<file path="src/rtl/slm_line_reader.sv">
// Pulls one line of 32-bit words per controller handshake from the sc32 FIFO and
// re-times them into a framed, optionally inverted pixel stream for the SLM panel.
module slm_line_reader #(
  parameter int WORDS_PER_LINE  = 40,
  parameter int LINES_PER_FRAME = 1024,
  parameter int LINE_GAP        = 4,
  parameter int LINE_IDX_W      = 11
) (
  input  logic                  fpga_clk,
  input  logic                  reset_all,
  input  logic                  update,
  input  logic                  invert,
  input  logic                  line_of_data_available,
  output logic                  get_next_word,
  input  logic [31:0]           word_in,
  output logic [31:0]           slm_data,
  output logic                  slm_data_valid,
  output logic                  slm_line_start,
  output logic                  slm_frame_start,
  output logic [LINE_IDX_W-1:0] slm_line_index,
  output logic                  frame_done,
  output logic                  busy
);

  localparam int WORD_W = (WORDS_PER_LINE > 1) ? $clog2(WORDS_PER_LINE) : 1;
  localparam int GAP_W  = (LINE_GAP > 1) ? $clog2(LINE_GAP) : 1;
  localparam logic [WORD_W-1:0]     WORD_LAST = WORD_W'(WORDS_PER_LINE - 1);
  localparam logic [GAP_W-1:0]      GAP_LAST  = GAP_W'(LINE_GAP - 1);
  localparam logic [LINE_IDX_W-1:0] LINE_LAST = LINE_IDX_W'(LINES_PER_FRAME - 1);

  typedef enum logic [1:0] {IDLE, WAIT_LINE, READ, GAP} state_t;

  state_t                state_q;
  logic [WORD_W-1:0]     word_q;
  logic [GAP_W-1:0]      gap_q;
  logic [LINE_IDX_W-1:0] line_q;
  logic                  inv_q;
  logic                  gnw_q;
  logic                  busy_q;

  // Stage 1: metadata of the word being read, aligned with word_in.
  logic                  rd_valid_q;
  logic                  rd_line_start_q;
  logic                  rd_frame_start_q;
  logic                  rd_frame_done_q;
  logic [LINE_IDX_W-1:0] rd_line_q;

  // Stage 2: registered panel outputs.
  logic [31:0]           slm_data_q;
  logic                  slm_valid_q;
  logic                  slm_line_start_q;
  logic                  slm_frame_start_q;
  logic                  frame_done_q;
  logic [LINE_IDX_W-1:0] slm_line_q;

  logic [31:0]           slm_data_d;

  assign slm_data_d = word_in ^ {32{inv_q}};

  always_ff @(posedge fpga_clk) begin
    if (reset_all) begin
      state_q <= IDLE;
      word_q  <= '0;
      gap_q   <= '0;
      line_q  <= '0;
      inv_q   <= 1'b0;
      gnw_q   <= 1'b0;
      busy_q  <= 1'b0;
    end else begin
      case (state_q)
        IDLE: begin
          if (update) begin
            inv_q   <= invert;
            line_q  <= '0;
            busy_q  <= 1'b1;
            state_q <= WAIT_LINE;
          end
        end
        WAIT_LINE: begin
          if (line_of_data_available) begin
            word_q  <= '0;
            gnw_q   <= 1'b1;
            state_q <= READ;
          end
        end
        READ: begin
          if (word_q == WORD_LAST) begin
            gnw_q   <= 1'b0;
            gap_q   <= '0;
            state_q <= GAP;
          end else begin
            word_q <= word_q + WORD_W'(1);
          end
        end
        GAP: begin
          if (gap_q == GAP_LAST) begin
            // Clearing instead of incrementing past the last line keeps the index in range.
            if (line_q == LINE_LAST) begin
              line_q  <= '0;
              busy_q  <= 1'b0;
              state_q <= IDLE;
            end else begin
              line_q  <= line_q + LINE_IDX_W'(1);
              state_q <= WAIT_LINE;
            end
          end else begin
            gap_q <= gap_q + GAP_W'(1);
          end
        end
        default: state_q <= IDLE;
      endcase
    end
  end

  always_ff @(posedge fpga_clk) begin
    if (reset_all) begin
      rd_valid_q        <= 1'b0;
      rd_line_start_q   <= 1'b0;
      rd_frame_start_q  <= 1'b0;
      rd_frame_done_q   <= 1'b0;
      rd_line_q         <= '0;
      slm_data_q        <= '0;
      slm_valid_q       <= 1'b0;
      slm_line_start_q  <= 1'b0;
      slm_frame_start_q <= 1'b0;
      frame_done_q      <= 1'b0;
      slm_line_q        <= '0;
    end else begin
      rd_valid_q       <= gnw_q;
      rd_line_start_q  <= gnw_q && (word_q == '0);
      rd_frame_start_q <= gnw_q && (word_q == '0) && (line_q == '0);
      rd_frame_done_q  <= gnw_q && (word_q == WORD_LAST) && (line_q == LINE_LAST);
      rd_line_q        <= gnw_q ? line_q : '0;

      slm_data_q        <= rd_valid_q ? slm_data_d : '0;
      slm_valid_q       <= rd_valid_q;
      slm_line_start_q  <= rd_line_start_q;
      slm_frame_start_q <= rd_frame_start_q;
      frame_done_q      <= rd_frame_done_q;
      slm_line_q        <= rd_line_q;
    end
  end

  assign get_next_word   = gnw_q;
  assign busy            = busy_q;
  assign slm_data        = slm_data_q;
  assign slm_data_valid  = slm_valid_q;
  assign slm_line_start  = slm_line_start_q;
  assign slm_frame_start = slm_frame_start_q;
  assign frame_done      = frame_done_q;
  assign slm_line_index  = slm_line_q;

endmodule

</file>
<file path="config.mk">
export PLATFORM = sky130hd
export DESIGN_NAME = slm_line_reader
export DESIGN_NICKNAME = d
export VERILOG_FILES = /design/src/rtl/slm_line_reader.sv
export SDC_FILE = /design/constraint.sdc
export NUM_CORES = 1
export LEC_CHECK = 0
export CORE_ASPECT_RATIO = 0.9
export CORE_MARGIN = 2
export CORE_UTILIZATION = 45
export DETAILED_ROUTE_END_ITERATION = 6
export GPL_ROUTABILITY_DRIVEN = 0
export PLACE_DENSITY = 0.73
export SLEW_MARGIN = 20
export SYNTH_ARGS = -nofsm -noshare
export SYNTH_HDL_FRONTEND = slang
export SYNTH_SLANG_ARGS = --single-unit
</file>
<file path="constraint.sdc">
create_clock -name fpga_clk -period 2.44 [get_ports fpga_clk]
set_input_delay 0.366 -clock fpga_clk [delete_from_list [all_inputs] [get_ports fpga_clk]]
set_output_delay 0.366 -clock fpga_clk [all_outputs]
set_load 0.05 [all_outputs]
</file>
== Word-level counts from Yosys, hierarchy flattened ==
Cells that the tools add are included.
Operators by class
  reductions and logical operators: 19
  add/sub/neg operators: 3
  equality and inequality tests: 13
  mux-type cells: 23
  divide/modulo/power cells: 0
  shift operators: 0
  magnitude comparators: 0
  bitwise logic cells: 3
  multipliers: 0
Operators with widths (count)
  $mux W11: 3
  $xor A32 B32 Y32: 1
  $pmux W11 S2: 1
  $ne A2 B2 Y1 const B: 7
  $mux W2: 6
  $mux W6: 2
  $pmux W6 S2: 1
  $reduce_and A3 Y1: 4
  $add A11 B1 Y11 const B: 1
  $eq A11 B10 Y1 const B: 1
  $logic_not A11 Y1: 1
  $pmux W2 S4: 1
  $reduce_and A4 Y1: 2
  $add A6 B1 Y6 const B: 1
  $eq A2 B2 Y1 const B: 3
  $eq A6 B6 Y1 const B: 1
  $logic_not A6 Y1: 1
  $mux W1: 6
  $reduce_bool A2 Y1: 3
  $logic_and A1 B1 Y1: 4
  $pmux W1 S2: 2
  $pmux W2 S2: 1
  $reduce_or A2 Y1: 2
  $add A2 B1 Y2 const B: 1
  4 further kinds: 5
Word-level totals
  bits in latches: 0
  input bits: 37
  output and inout port bits: 49
  memories: 0
  ROM bits: 0
  memory bits (writable): 0
  register bits: 86
  word-level logic and storage cells: 79

== Longest topological paths before layout ==
  depth after elaboration: 4
  gate-level depth with buffers: 7
  mapped depth without buffers: 6

== Worst setup path after synthesis ==
No wires, ideal clock.
  path kind: register to register
  from: reg state_q[0]
  to: reg line_q[10]
  library setup time: 66 ps
  arrival time: 1631 ps
  slack: 743 ps
  cell stages (with the launch flop): 7
  period minus slack after synthesis: 1697 ps
  cells stage by stage: dfxtp_1 -> ha_1 -> buf_6 -> mux2_2 -> nand3_1 -> or4_4 -> a21oi_2
On the way
  word-level cells in the longest chain between the ends: 3
  elaborated cells between the ends (all ways): 7
  classes of those cells: eq/ne (3); mux (1); reduce/logical (3)
RTL lines
  start, declared: RTL line 33  | state_t state_q;
  start signal, assigned: RTL line 62  | state_q <= IDLE;
  start signal, assigned: RTL line 76  | state_q <= WAIT_LINE;
  start signal, assigned: RTL line 83  | state_q <= READ;
  $eq A2 B2 Y1 or $logic_not A2 Y1 (tied branches): RTL line 70  | case (state_q)
  $ne A2 B2 Y1 (no line) or $reduce_bool A2 Y1 (tied branches)
  $reduce_and A3 Y1 (no line)
  end signal, assigned: RTL line 103  | line_q <= line_q + LINE_IDX_W'(1);
  end, declared: RTL line 36  | logic [LINE_IDX_W-1:0] line_q;
Parallel ways exist; a longest one is shown, timed or not.
A chain may end at the register's enable or synchronous reset.

== Worst setup path in the final report ==
  from: reg state_q[1]
  to: reg line_q[10]
Same word-level chain as after synthesis.

==> impl_metrics.json <==
{
  "r2r-start": "state_q[1]",
  "met3_usage": 0.0586,
  "port_buffers": 85,
  "met2_usage": 0.282,
  "cts_tree": "yes",
  "fin_cells": 521,
  "max_freq_mhz": 528,
  "cts-hold-fix-buffers": 0,
  "die-area_sq_um": 7980,
  "cts_resized": 0,
  "htreeDepth": 3,
  "clock-sinks": 86,
  "syn_inst": 335,
  "crit_type": "reg -> reg",
  "diodes": 0,
  "slowest_stage": "or4_4",
  "drv_cap": 0,
  "worst_ep_arrival_time_ps": 2180,
  "n_fill_cell": 590,
  "timing_hold_violations_final": 0,
  "ys_seq_area_frac": 0.525,
  "grt_max_degree": 34,
  "std_cell_rows": 29,
  "start_util": 0.466,
  "wl_per_cell_um": 12.3,
  "synth_cell_type_count": 51,
  "postCtsSetupBuffers": 0,
  "critPathTopFamily": "simple AND/OR/NAND/NOR gates",
  "crit_start": "state_q[1]",
  "setup-tns-final_ps": 0,
  "relSlewSlack": 0.648,
  "cts_buffers": 9,
  "syn_nets": 381,
  "setup_viol": 0,
  "first_iter_violations": 115,
  "cp-end-kind": "register",
  "ys_async_sr_fraction": 0,
  "syn_area_sq_um": 3280,
  "vias_per_cell": 4.74,
  "clk_latency_ps": 350,
  "tightest_slew_ps": 526,
  "crit_chain": "ha_1, mux2_2, nand3_1, or4_4, a21oi_2",
  "drc": 0,
  "timing.final.crit_share": 0.777,
  "fin_crit_ps": 1900,
  "hpwl_um": 4830,
  "cts.clk_slew.worst_paths_ps": 80,
  "overflow": 0,
  "worstSetupStartpointType": "register",
  "critical_path_peak_fanout": 9,
  "num_vias": 2469,
  "gr-max-usage-layer": "met2",
  "crit_path_max_incr_delay_ps": 450,
  "maxSlewViolCount": 0,
  "ir_worst_vdd_mv": 0.461,
  "cts_buffer_depth": 2,
  "synthFlopType": "dfxtp_1",
  "worstPathRequired_ps": 2730,
  "dr.pass1.iters": 4,
  "fin_skew_ps": 7.35,
  "synth_edf_count": 0,
  "drive_above_1_share": 0.0888,
  "grt_pass1_vias": 2285,
  "routed_wirelength_um": 6400,
  "ys_ff_latch": 86,
  "cp_num_buf_inv": 0,
  "multi_input_area_sq_um": 1440,
  "antenna_found_initial": 0,
  "die_h_um": 85.0,
  "grt_setup_unrepaired": "no",
  "die_w_um": 94.0,
  "core_sq_um": 7040,
  "min_from": "rd_line_q[9]",
  "ioPinCount": 86,
  "p_per_area_nw_per_um2": 770,
  "leakage_nw": 1.64,
  "track_usage": 0.173,
  "dp_cells": 505,
  "avgSynthCellArea_sq_um": 9.78,
  "grt_pass1_wl_um": 10600,
  "area_growth_pct": 36.2,
  "register_area_sq_um": 1720,
  "synth_warnings": 0,
  "outcome": "finished clean",
  "met1_usage": 0.207,
  "hp-class": "reg -> reg",
  "antenna_left": 0,
  "cts_root_buffer": "clkbuf_8",
  "nNetsFinal": 469
}
==> path summary, 6_finish.rpt <==
path                            slack [ps]  cells past startpoint           endpoint
worst min-delay path                   440                      1  slm_line_index[9]
worst max register to register         540                      5         line_q[10]
worst max-delay path                   540                      5         line_q[10]
worst min register to register         440                      1  slm_line_index[9]
==> state kept, by name, indices dropped and copies added (netlist names), 2 cells and up <==
signal	count
slm_data	32
line_q	11
rd_line_q	11
slm_line_index	11
word_q	6
gap_q	2
state_q	2
==> kinds of logic (layout without fill, tap and decap cells) <==
group	Yosys count	after routing	share of synthesized area
and+or+nand+nor	133	133	0.216
DFF	86	86	0.525
xor gates and xnor gates	39	39	0.104
AOI/OAI and AO/OA	37	37	0.0737
buffers and inverters	28	121	0.0367
adders and majority gates	9	9	0.0344
muxes	3	3	0.00955
==> synthesized netlist by cell type (all sizes together) (2+ instances only) <==
cell    number  area share
a21oi       13       0.021
a31o         2      0.0053
a31oi        2      0.0038
and2        14       0.027
and3         2      0.0042
and4         2      0.0057
buf          8       0.013
clkbuf       7      0.0084
dfxtp       86        0.53
ha           9       0.034
inv         13       0.015
mux2i        2      0.0061
nand2       12       0.014
nand2b       3      0.0057
nand3       11       0.017
nand4        7       0.015
nor2        46       0.053
nor2b       17       0.032
nor3         3      0.0046
nor4         3      0.0057
o21ai       10       0.015
o31ai        2      0.0046
o41ai        3       0.010
or3          5      0.0099
or4          2      0.0061
xnor2       33       0.088
xor2         6       0.016
==> layout make-up <==
| class | count | share of cell area |
|---|---|---|
| Tap cell | 93 | 0.0261 |
| Multi-Input combinational cell | 221 | 0.321 |
| Timing Repair Buffer | 92 | 0.202 |
| Inverter | 13 | 0.0109 |
| Sequential cell | 86 | 0.386 |
| Clock buffer | 11 | 0.0339 |
| Clock inverter | 5 | 0.0193 |
==> metal layers <==
metal  up-vias  wire, um
li1       1283         -
met3         6       354
met4         0        96
met2        57      3100
met5         -         0
met1      1123      2840
==> metrics by stage <==
step                cell area, sq um  setup WS (ps)  power (mW)  hold slack (ps)   util
floorplan                       3280            743        2.09              414      -
global route                    4460            324        3.62              455  0.634
CTS                             4460            526        3.48              441  0.634
detailed placement              4230            511        2.33              421  0.600
finish                          4460            544        3.44              440  0.634
global placement                4230            525        2.32              416  0.600
==> power by group <==
group,switching [mW],internal [mW],leakage (nW),total (mW)
Sequential,0.0524,1.47,0.695,1.53
Combinational,0.459,0.314,0.827,0.773
Clock,0.497,0.643,0.121,1.14
Total,1.01,2.43,1.64,3.44
==> cell usage in the layout (no fill, tap or decap), drive strengths merged, types with 2 or more instances in the layout <==
cell type	netlist	final
dfxtp	86	86
clkdlybuf4s50	0	85
nor2	46	46
xnor2	33	33
nor2b	17	17
inv	13	16
and2	14	14
a21oi	13	13
nand2	12	12
nand3	11	11
clkbuf	7	11
o21ai	10	10
ha	9	9
buf	8	7
nand4	7	7
xor2	6	6
or3	5	5
nand2b	3	3
nor3	3	3
nor4	3	3
o41ai	3	3
mux2i	2	2
a31oi	2	2
o31ai	2	2
bufinv	0	2
a31o	2	2
and4	2	2
and3	2	2
or4	2	2
No activity file was read; power rests on OpenSTA's default activity.
